[src/rtl/aes_mixcol_seq_wddl_if.sv]
// Bus bundle for the MixColumns sequencer: state in/out handshakes, the shared
// column datapath link, and the status flags.
interface aes_mixcol_seq_wddl_if;
    logic         in_valid;
    logic         in_ready;
    logic         in_last;
    logic [127:0] in_p;
    logic [127:0] in_n;
    logic         out_valid;
    logic         out_ready;
    logic [127:0] out_p;
    logic [127:0] out_n;
    logic [31:0]  mc_sa_p;
    logic [31:0]  mc_sa_n;
    logic [31:0]  mc_res_p;
    logic [31:0]  mc_res_n;
    logic         busy;
    logic         dr_err;

    modport slave (
        input  in_valid, in_last, in_p, in_n, out_ready, mc_res_p, mc_res_n,
        output in_ready, out_valid, out_p, out_n, mc_sa_p, mc_sa_n, busy, dr_err
    );

    modport master (
        output in_valid, in_last, in_p, in_n, out_ready, mc_res_p, mc_res_n,
        input  in_ready, out_valid, out_p, out_n, mc_sa_p, mc_sa_n, busy, dr_err
    );
endinterface

[src/rtl/aes_mixcol_seq_wddl.sv]
// Time-multiplexes one dual-rail WDDL MixColumns column unit over a 128-bit AES
// state, inserting PRE_CYC precharge cycles before every column evaluation.
module aes_mixcol_seq_wddl #(
    parameter int PRE_CYC = 1
) (
    input  logic                  clk,
    input  logic                  rst,
    aes_mixcol_seq_wddl_if.slave  bus
);

    typedef enum logic [1:0] {IDLE, PRE, EVAL, DONE} state_t;

    state_t       r_state;
    state_t       w_state_nxt;
    logic [1:0]   r_col;
    logic [2:0]   r_pre_cnt;
    logic [127:0] r_in_p;
    logic [127:0] r_in_n;
    logic [127:0] r_res_p;
    logic [127:0] r_res_n;
    logic [31:0]  r_sa_p;
    logic [31:0]  r_sa_n;
    logic         r_dr_err;
    logic         w_pre_done;

    assign w_pre_done = (r_pre_cnt == 3'(PRE_CYC - 1));

    function automatic logic [31:0] col_sel(input logic [127:0] s, input logic [1:0] c);
        logic [31:0] w;
        case (c)
            2'd0:    w = s[127:96];
            2'd1:    w = s[95:64];
            2'd2:    w = s[63:32];
            default: w = s[31:0];
        endcase
        return w;
    endfunction

    always_ff @(posedge clk or posedge rst) begin
        if (rst) r_state <= IDLE;
        else     r_state <= w_state_nxt;
    end

    always_comb begin
        w_state_nxt = r_state;
        case (r_state)
            IDLE:    if (bus.in_valid) w_state_nxt = bus.in_last ? DONE : PRE;
            PRE:     if (w_pre_done)   w_state_nxt = EVAL;
            EVAL:    w_state_nxt = (r_col == 2'd3) ? DONE : PRE;
            DONE:    if (bus.out_ready) w_state_nxt = IDLE;
            default: w_state_nxt = IDLE;
        endcase
    end

    always_comb begin
        bus.in_ready  = 1'b0;
        bus.busy      = 1'b1;
        bus.out_valid = 1'b0;
        bus.out_p     = '0;
        bus.out_n     = '0;
        case (r_state)
            IDLE: begin
                bus.in_ready = 1'b1;
                bus.busy     = 1'b0;
            end
            DONE: begin
                bus.out_valid = 1'b1;
                bus.out_p     = r_res_p;
                bus.out_n     = r_res_n;
            end
            default: ;
        endcase
    end

    assign bus.mc_sa_p = r_sa_p;
    assign bus.mc_sa_n = r_sa_n;
    assign bus.dr_err  = r_dr_err;

    // Column drive is registered off the next state so the datapath sees data
    // exactly in the EVAL cycle and both rails low everywhere else.
    always_ff @(posedge clk or posedge rst) begin
        if (rst) begin
            r_sa_p    <= '0;
            r_sa_n    <= '0;
            r_col     <= '0;
            r_pre_cnt <= '0;
            r_in_p    <= '0;
            r_in_n    <= '0;
            r_res_p   <= '0;
            r_res_n   <= '0;
            r_dr_err  <= 1'b0;
        end else begin
            r_sa_p <= '0;
            r_sa_n <= '0;
            if (w_state_nxt == EVAL) begin
                r_sa_p <= col_sel(r_in_p, r_col);
                r_sa_n <= col_sel(r_in_n, r_col);
            end
            case (r_state)
                IDLE: if (bus.in_valid) begin
                    r_in_p    <= bus.in_p;
                    r_in_n    <= bus.in_n;
                    r_col     <= '0;
                    r_pre_cnt <= '0;
                    r_dr_err  <= ((bus.in_p ^ bus.in_n) != '1);
                    r_res_p   <= bus.in_last ? bus.in_p : '0;
                    r_res_n   <= bus.in_last ? bus.in_n : '0;
                end
                PRE: r_pre_cnt <= r_pre_cnt + 3'd1;
                EVAL: begin
                    r_pre_cnt <= '0;
                    case (r_col)
                        2'd0: begin r_res_p[127:96] <= bus.mc_res_p; r_res_n[127:96] <= bus.mc_res_n; end
                        2'd1: begin r_res_p[95:64]  <= bus.mc_res_p; r_res_n[95:64]  <= bus.mc_res_n; end
                        2'd2: begin r_res_p[63:32]  <= bus.mc_res_p; r_res_n[63:32]  <= bus.mc_res_n; end
                        default: begin r_res_p[31:0] <= bus.mc_res_p; r_res_n[31:0] <= bus.mc_res_n; end
                    endcase
                    if ((bus.mc_res_p ^ bus.mc_res_n) != 32'hFFFF_FFFF) r_dr_err <= 1'b1;
                    // col parks at 3 in DONE and only restarts from an accept
                    if (r_col != 2'd3) r_col <= r_col + 2'd1;
                end
                default: ;
            endcase
        end
    end

endmodule

[src/flat_wrapper.sv]
// flat-port wrapper written by rule: the top's interface ports become plain ports
module aes_mixcol_seq_wddl_flat 
#(
    parameter int PRE_CYC = 1
)
  (clk, rst, bus_in_valid, bus_in_last, bus_in_p, bus_in_n, bus_out_ready, bus_mc_res_p, bus_mc_res_n, bus_in_ready, bus_out_valid, bus_out_p, bus_out_n, bus_mc_sa_p, bus_mc_sa_n, bus_busy, bus_dr_err);
  aes_mixcol_seq_wddl_if bus_i ();
  input  logic clk;
  input  logic rst;
  input wire logic [$bits(bus_i.in_valid)-1:0] bus_in_valid;
  input wire logic [$bits(bus_i.in_last)-1:0] bus_in_last;
  input wire logic [$bits(bus_i.in_p)-1:0] bus_in_p;
  input wire logic [$bits(bus_i.in_n)-1:0] bus_in_n;
  input wire logic [$bits(bus_i.out_ready)-1:0] bus_out_ready;
  input wire logic [$bits(bus_i.mc_res_p)-1:0] bus_mc_res_p;
  input wire logic [$bits(bus_i.mc_res_n)-1:0] bus_mc_res_n;
  output wire logic [$bits(bus_i.in_ready)-1:0] bus_in_ready;
  output wire logic [$bits(bus_i.out_valid)-1:0] bus_out_valid;
  output wire logic [$bits(bus_i.out_p)-1:0] bus_out_p;
  output wire logic [$bits(bus_i.out_n)-1:0] bus_out_n;
  output wire logic [$bits(bus_i.mc_sa_p)-1:0] bus_mc_sa_p;
  output wire logic [$bits(bus_i.mc_sa_n)-1:0] bus_mc_sa_n;
  output wire logic [$bits(bus_i.busy)-1:0] bus_busy;
  output wire logic [$bits(bus_i.dr_err)-1:0] bus_dr_err;
  assign bus_i.in_valid = bus_in_valid;
  assign bus_i.in_last = bus_in_last;
  assign bus_i.in_p = bus_in_p;
  assign bus_i.in_n = bus_in_n;
  assign bus_i.out_ready = bus_out_ready;
  assign bus_i.mc_res_p = bus_mc_res_p;
  assign bus_i.mc_res_n = bus_mc_res_n;
  assign bus_in_ready = bus_i.in_ready;
  assign bus_out_valid = bus_i.out_valid;
  assign bus_out_p = bus_i.out_p;
  assign bus_out_n = bus_i.out_n;
  assign bus_mc_sa_p = bus_i.mc_sa_p;
  assign bus_mc_sa_n = bus_i.mc_sa_n;
  assign bus_busy = bus_i.busy;
  assign bus_dr_err = bus_i.dr_err;
  aes_mixcol_seq_wddl #(.PRE_CYC(PRE_CYC)) u_core (.clk(clk), .rst(rst), .bus(bus_i));
endmodule
[config.mk]
export PLATFORM = sky130hd
export DESIGN_NAME = aes_mixcol_seq_wddl_flat
export DESIGN_NICKNAME = d
export VERILOG_FILES = /design/src/rtl/aes_mixcol_seq_wddl_if.sv /design/src/rtl/aes_mixcol_seq_wddl.sv /design/src/flat_wrapper.sv
export SDC_FILE = /design/constraint.sdc
export NUM_CORES = 2
export LEC_CHECK = 0
export BUFFER_PORTS_ARGS = -buffer_cell sky130_fd_sc_hd__buf_4
export CAP_MARGIN = 30
export CORE_UTILIZATION = 40
export DETAILED_ROUTE_END_ITERATION = 10
export GPL_TIMING_DRIVEN = 1
export PLACE_DENSITY = 0.63
export SYNTH_ARGS = -nofsm -noshare
export SYNTH_HDL_FRONTEND = slang
export SYNTH_SLANG_ARGS = --single-unit
[constraint.sdc]
create_clock -name clk -period 20.9 [get_ports clk]
set_input_delay 0 -clock clk [delete_from_list [all_inputs] [get_ports clk]]
set_output_delay 0 -clock clk [all_outputs]
set_load 0.02 [all_outputs]
==> results.txt <==
The most common cell in the synthesized netlist is sky130_fd_sc_hd__a21oi_1. The initial antenna violation count was 14. The leakage power total came out at 17.7 nW. The fraction of registers with async set or reset after synthesis came out at 100%. The logic depth of the worst register-to-register path is 7. The area of the die came out at 69,800 um^2.

The complex-gate fraction of the synthesized area came out at 14.5%. The slew at the pin closest to its max-slew limit came out at 1.12 ns. The simple-gate share of the synthesized area is 14.2%. In the final routed layout, each cell accounts on average for 30.6 um.

The die is 264 um tall. Global routing consumed, over all layers together, 38.5% of the routing resources. The final hold slack came out at 0.0389 ns. The netlist area before placement came out at 27,500 um^2.

The element type at the critical path start is a flip-flop. The share of cells above drive strength 1 came out at 29.5%. The number of enable-type register cells in the synthesized netlist is 0. Setup repair after global routing left no endpoint under its margin.

The met1 track demand over resource came out at 49.6%. The cell at the root of the clock tree is sky130_fd_sc_hd__clkbuf_16. The number of sinks handled by clock tree synthesis came out at 584.

The number of vias after detailed routing came out at 26,400. The top cell type by area accounts for 53.1% of the synthesized area. Clock latency on the worst-skew pair, taken at its later pin, is 0.62 ns. The HPWL after detailed placement came out at 100,000 um. For the worst setup path, the data required time is 21.43 ns.

The count of final setup violators is 0. Data on the critical path arrives at its endpoint at 4.97 ns. The post-route clock skew came out at 0.0273 ns. The filler cell count in the final layout is 5,970. The tightest min-delay check is of the in2async type.

For the final routed database, the setup TNS stands at 0 ns. The clock edge transition at the registers on the reported setup and hold paths came out at 0.06 ns. The number of H-tree levels is 3. TritonCTS built the clock tree. The worst slew margin relative to its limit is 25.7%. The congestion estimate from routability-driven global placement came to 0.984.

The worst setup slack for register-to-register paths is 16.46 ns. The achievable clock frequency is 225 MHz. After synthesis, the most frequently instantiated cells are sky130_fd_sc_hd__a21oi_1 (585), sky130_fd_sc_hd__dfrtp_1 (584), sky130_fd_sc_hd__nor2_1 (410), sky130_fd_sc_hd__mux2_2 (258), sky130_fd_sc_hd__and3_1 (256).

The mean post-synth cell area is 10.3 um^2. The most area-hungry cell type in the Yosys netlist is sky130_fd_sc_hd__dfrtp_1. After synthesis, the cell types taking the most area are sky130_fd_sc_hd__dfrtp_1 (53%), sky130_fd_sc_hd__a21oi_1 (11%), sky130_fd_sc_hd__mux2_2 (11%). The worst register-to-register path begins at u_core.r_state[0]$_DFF_PP0_.

The share of the yosys chip area belonging to registers came out at 53.1%. The count of cell types in the netlist is 37. The maximum VDD drop is 0.104 mV.

The final max-slew violation count was 0. The largest fanout on the critical path is 72. The number of global-route vias before repair is 26,600. The area inside the core boundary came out at 67,600 um^2.

The fraction of synthesized cell area in xor and xnor cells is 3.47%. For this block, the initial DRC count from the detailed router was 3,284. The remaining design rule violation count is 0. The layout overhead on the synthesized area came out at 39.6%.

The total clock buffers created by CTS is 67. STA classifies the critical path endpoint as a flip-flop. The flow ran to the end, and the final reports show no timing, DRC or antenna violations. The total congestion overflow after global routing came out at 0. The synthesized netlist net count came out at 3,013. The number of cells produced by synthesis is 2,681. The worst path uses 21.2% of the clock period.

The number of hold violations in the final report came to 0. The effective utilization at floorplan is 40.7%. The final antenna-violating net count is 0. The number of post-CTS setup repair buffers is 0. The total number of yosys warnings came out at 0. The number of placement rows is 95. The largest family of logic cells by synthesized area is compound AO/OA/AOI/OAI gates. The met3 track demand over resource came out at 8.40%. By startpoint and endpoint, the worst setup path is classified as reg2reg. The worst reg2reg path endpoint is u_core.r_res_n[19]$_DFFE_PP0P_. The maximum buffer depth of the clock tree came out at 3. Power spread over the standard cell area amounts to 149 nW/um^2. The routed wire length came out at 136,000 um.

Among all flip-flop cells after synthesis, the most frequent one is sky130_fd_sc_hd__dfrtp_1. The power after layout came out at 5.73 mW. After Yosys synthesis, full adders, half adders and majority gates account for 0.319% of the synthesized area. Entering global routing, the biggest net connects 159 pins. The die span in x is 264 um. The detailed-router iteration count before antenna repair came out at 7.

Across the run, the number of max-cap violations was 0. The first-pass GRT wire length came out at 192,000 um. The number of vias per cell after detailed routing is 5.92.

Buffers placed on the I/O ports in this run total 648. 649 I/O pins were placed. The global routing stage identified its most utilized layer as met2.

Counting flops and latches in the post-synthesis netlist gives 584. Measured against the total synthesized area, the mux share comes to 10.6%. The clock period minus worst slack came out at 4.44 ns. In the final design database the tool counted 3,865 nets. The met2 track utilization from global routing is 60.4%.
## routing by layer
metal	up-vias	wire length, um
met4	12	8160
met3	340	12100
met1	13300	53800
met5	-	77
li1	11200	-
met2	1580	62300
## stage by stage
step / worst slack [ns] / instances / instance area (um^2) / util (%)
after floorplan: 4.56 / 2681 / 27500 / -
after global placement: 16.75 / 4010 / 32800 / 48.4
after detailed placement: 16.51 / 4012 / 32800 / 48.5
after CTS: 16.49 / 4456 / 38300 / 56.7
after global routing: 16.22 / 4459 / 38400 / 56.7
final: 16.46 / 4467 / 38400 / 56.7
## worst max-delay path by stage
stage	from	cells past startpoint	to
after floorplan	rst	1	u_core.bus.dr_err$_DFFE_PP0P_
after global placement	u_core.r_state[0]$_DFF_PP0_	7	u_core.r_res_n[12]$_DFFE_PP0P_
after detailed placement	u_core.r_state[0]$_DFF_PP0_	7	u_core.r_res_n[19]$_DFFE_PP0P_
after CTS	u_core.r_state[0]$_DFF_PP0_	7	u_core.r_res_n[19]$_DFFE_PP0P_
after global routing	u_core.r_state[0]$_DFF_PP0_	7	u_core.r_res_n[19]$_DFFE_PP0P_
final	u_core.r_state[0]$_DFF_PP0_	7	u_core.r_res_n[19]$_DFFE_PP0P_
## power by group
group / switching, mW / leakage, nW / total, mW / internal, mW
sequential: 0.325 / 6.93 / 2.03 / 1.70
combinational: 1.46 / 9.68 / 2.49 / 1.02
clock: 0.493 / 1.12 / 1.22 / 0.725
## sequential cells by signal, indices dropped and copies added (netlist names)
signal / count
u_core.r_in_n: 128
u_core.r_in_p: 128
u_core.r_res_n: 128
u_core.r_res_p: 128
u_core.bus.mc_sa_n: 32
u_core.bus.mc_sa_p: 32
u_core.r_pre_cnt: 3
u_core.r_col: 2
u_core.r_state: 2
u_core.bus.dr_err: 1
## placed cells by master (no fill, tap or decap), drive strengths merged, types with 2 or more instances in the layout
cell type	n
buf	680
a21oi	585
dfrtp	584
nor2	410
dlygate4sd3	324
mux2	258
and3	256
clkbuf	100
xnor2	69
and2	67
a222oi	64
xor2	40
nor4	23
nand4	18
clkinv	14
o22ai	11
o2bb2ai	11
a221oi	11
diode	10
a211oi	9
inv	9
ha	7
nand2	6
bufinv	5
a21o	4
o21ai	3
nand3	3
a22o	2
nor2b	2
## critical path: stages, from the launching register on
cell                      delay, ns
sky130_fd_sc_hd__dfrtp_4       0.71
sky130_fd_sc_hd__nor2_1        0.30
sky130_fd_sc_hd__and2_4        0.63
sky130_fd_sc_hd__buf_4         0.87
sky130_fd_sc_hd__a21o_4        0.67
sky130_fd_sc_hd__buf_4         0.71
sky130_fd_sc_hd__nor2_1        0.10
sky130_fd_sc_hd__a21oi_1       0.17
## logic make-up after synthesis
logic type	count (synthesis)
AO/OA/AOI/OAI	704
XOR/XNOR	109
adder cells (fa/ha/maj)	7
buffers and inverters	229
flip-flops	584
multiplexers	259
AND/OR/NAND/NOR	789
## layout make-up
| cell class | instances | area, um^2 | area share (%) |
|---|---|---|---|
| Tap cell | 873 | 1090 | 2.85 |
| Inverter | 8 | 37.5 | 0.0978 |
| Sequential cell | 584 | 14600 | 38.1 |
| Clock buffer | 100 | 1990 | 5.20 |
| Clock inverter | 20 | 270 | 0.704 |
| Timing Repair Buffer | 1004 | 8420 | 21.9 |
| Antenna cell | 10 | 25.0 | 0.0652 |
| Multi-Input combinational cell | 1868 | 11900 | 31.0 |
## timing repair
item,in CTS,in global routing
gates resized for setup,0,0
hold buffers,324,0
hold endpoints to repair,618,0
endpoints found under the setup margin,0,0
No activity file was read; power rests on OpenSTA's default activity.
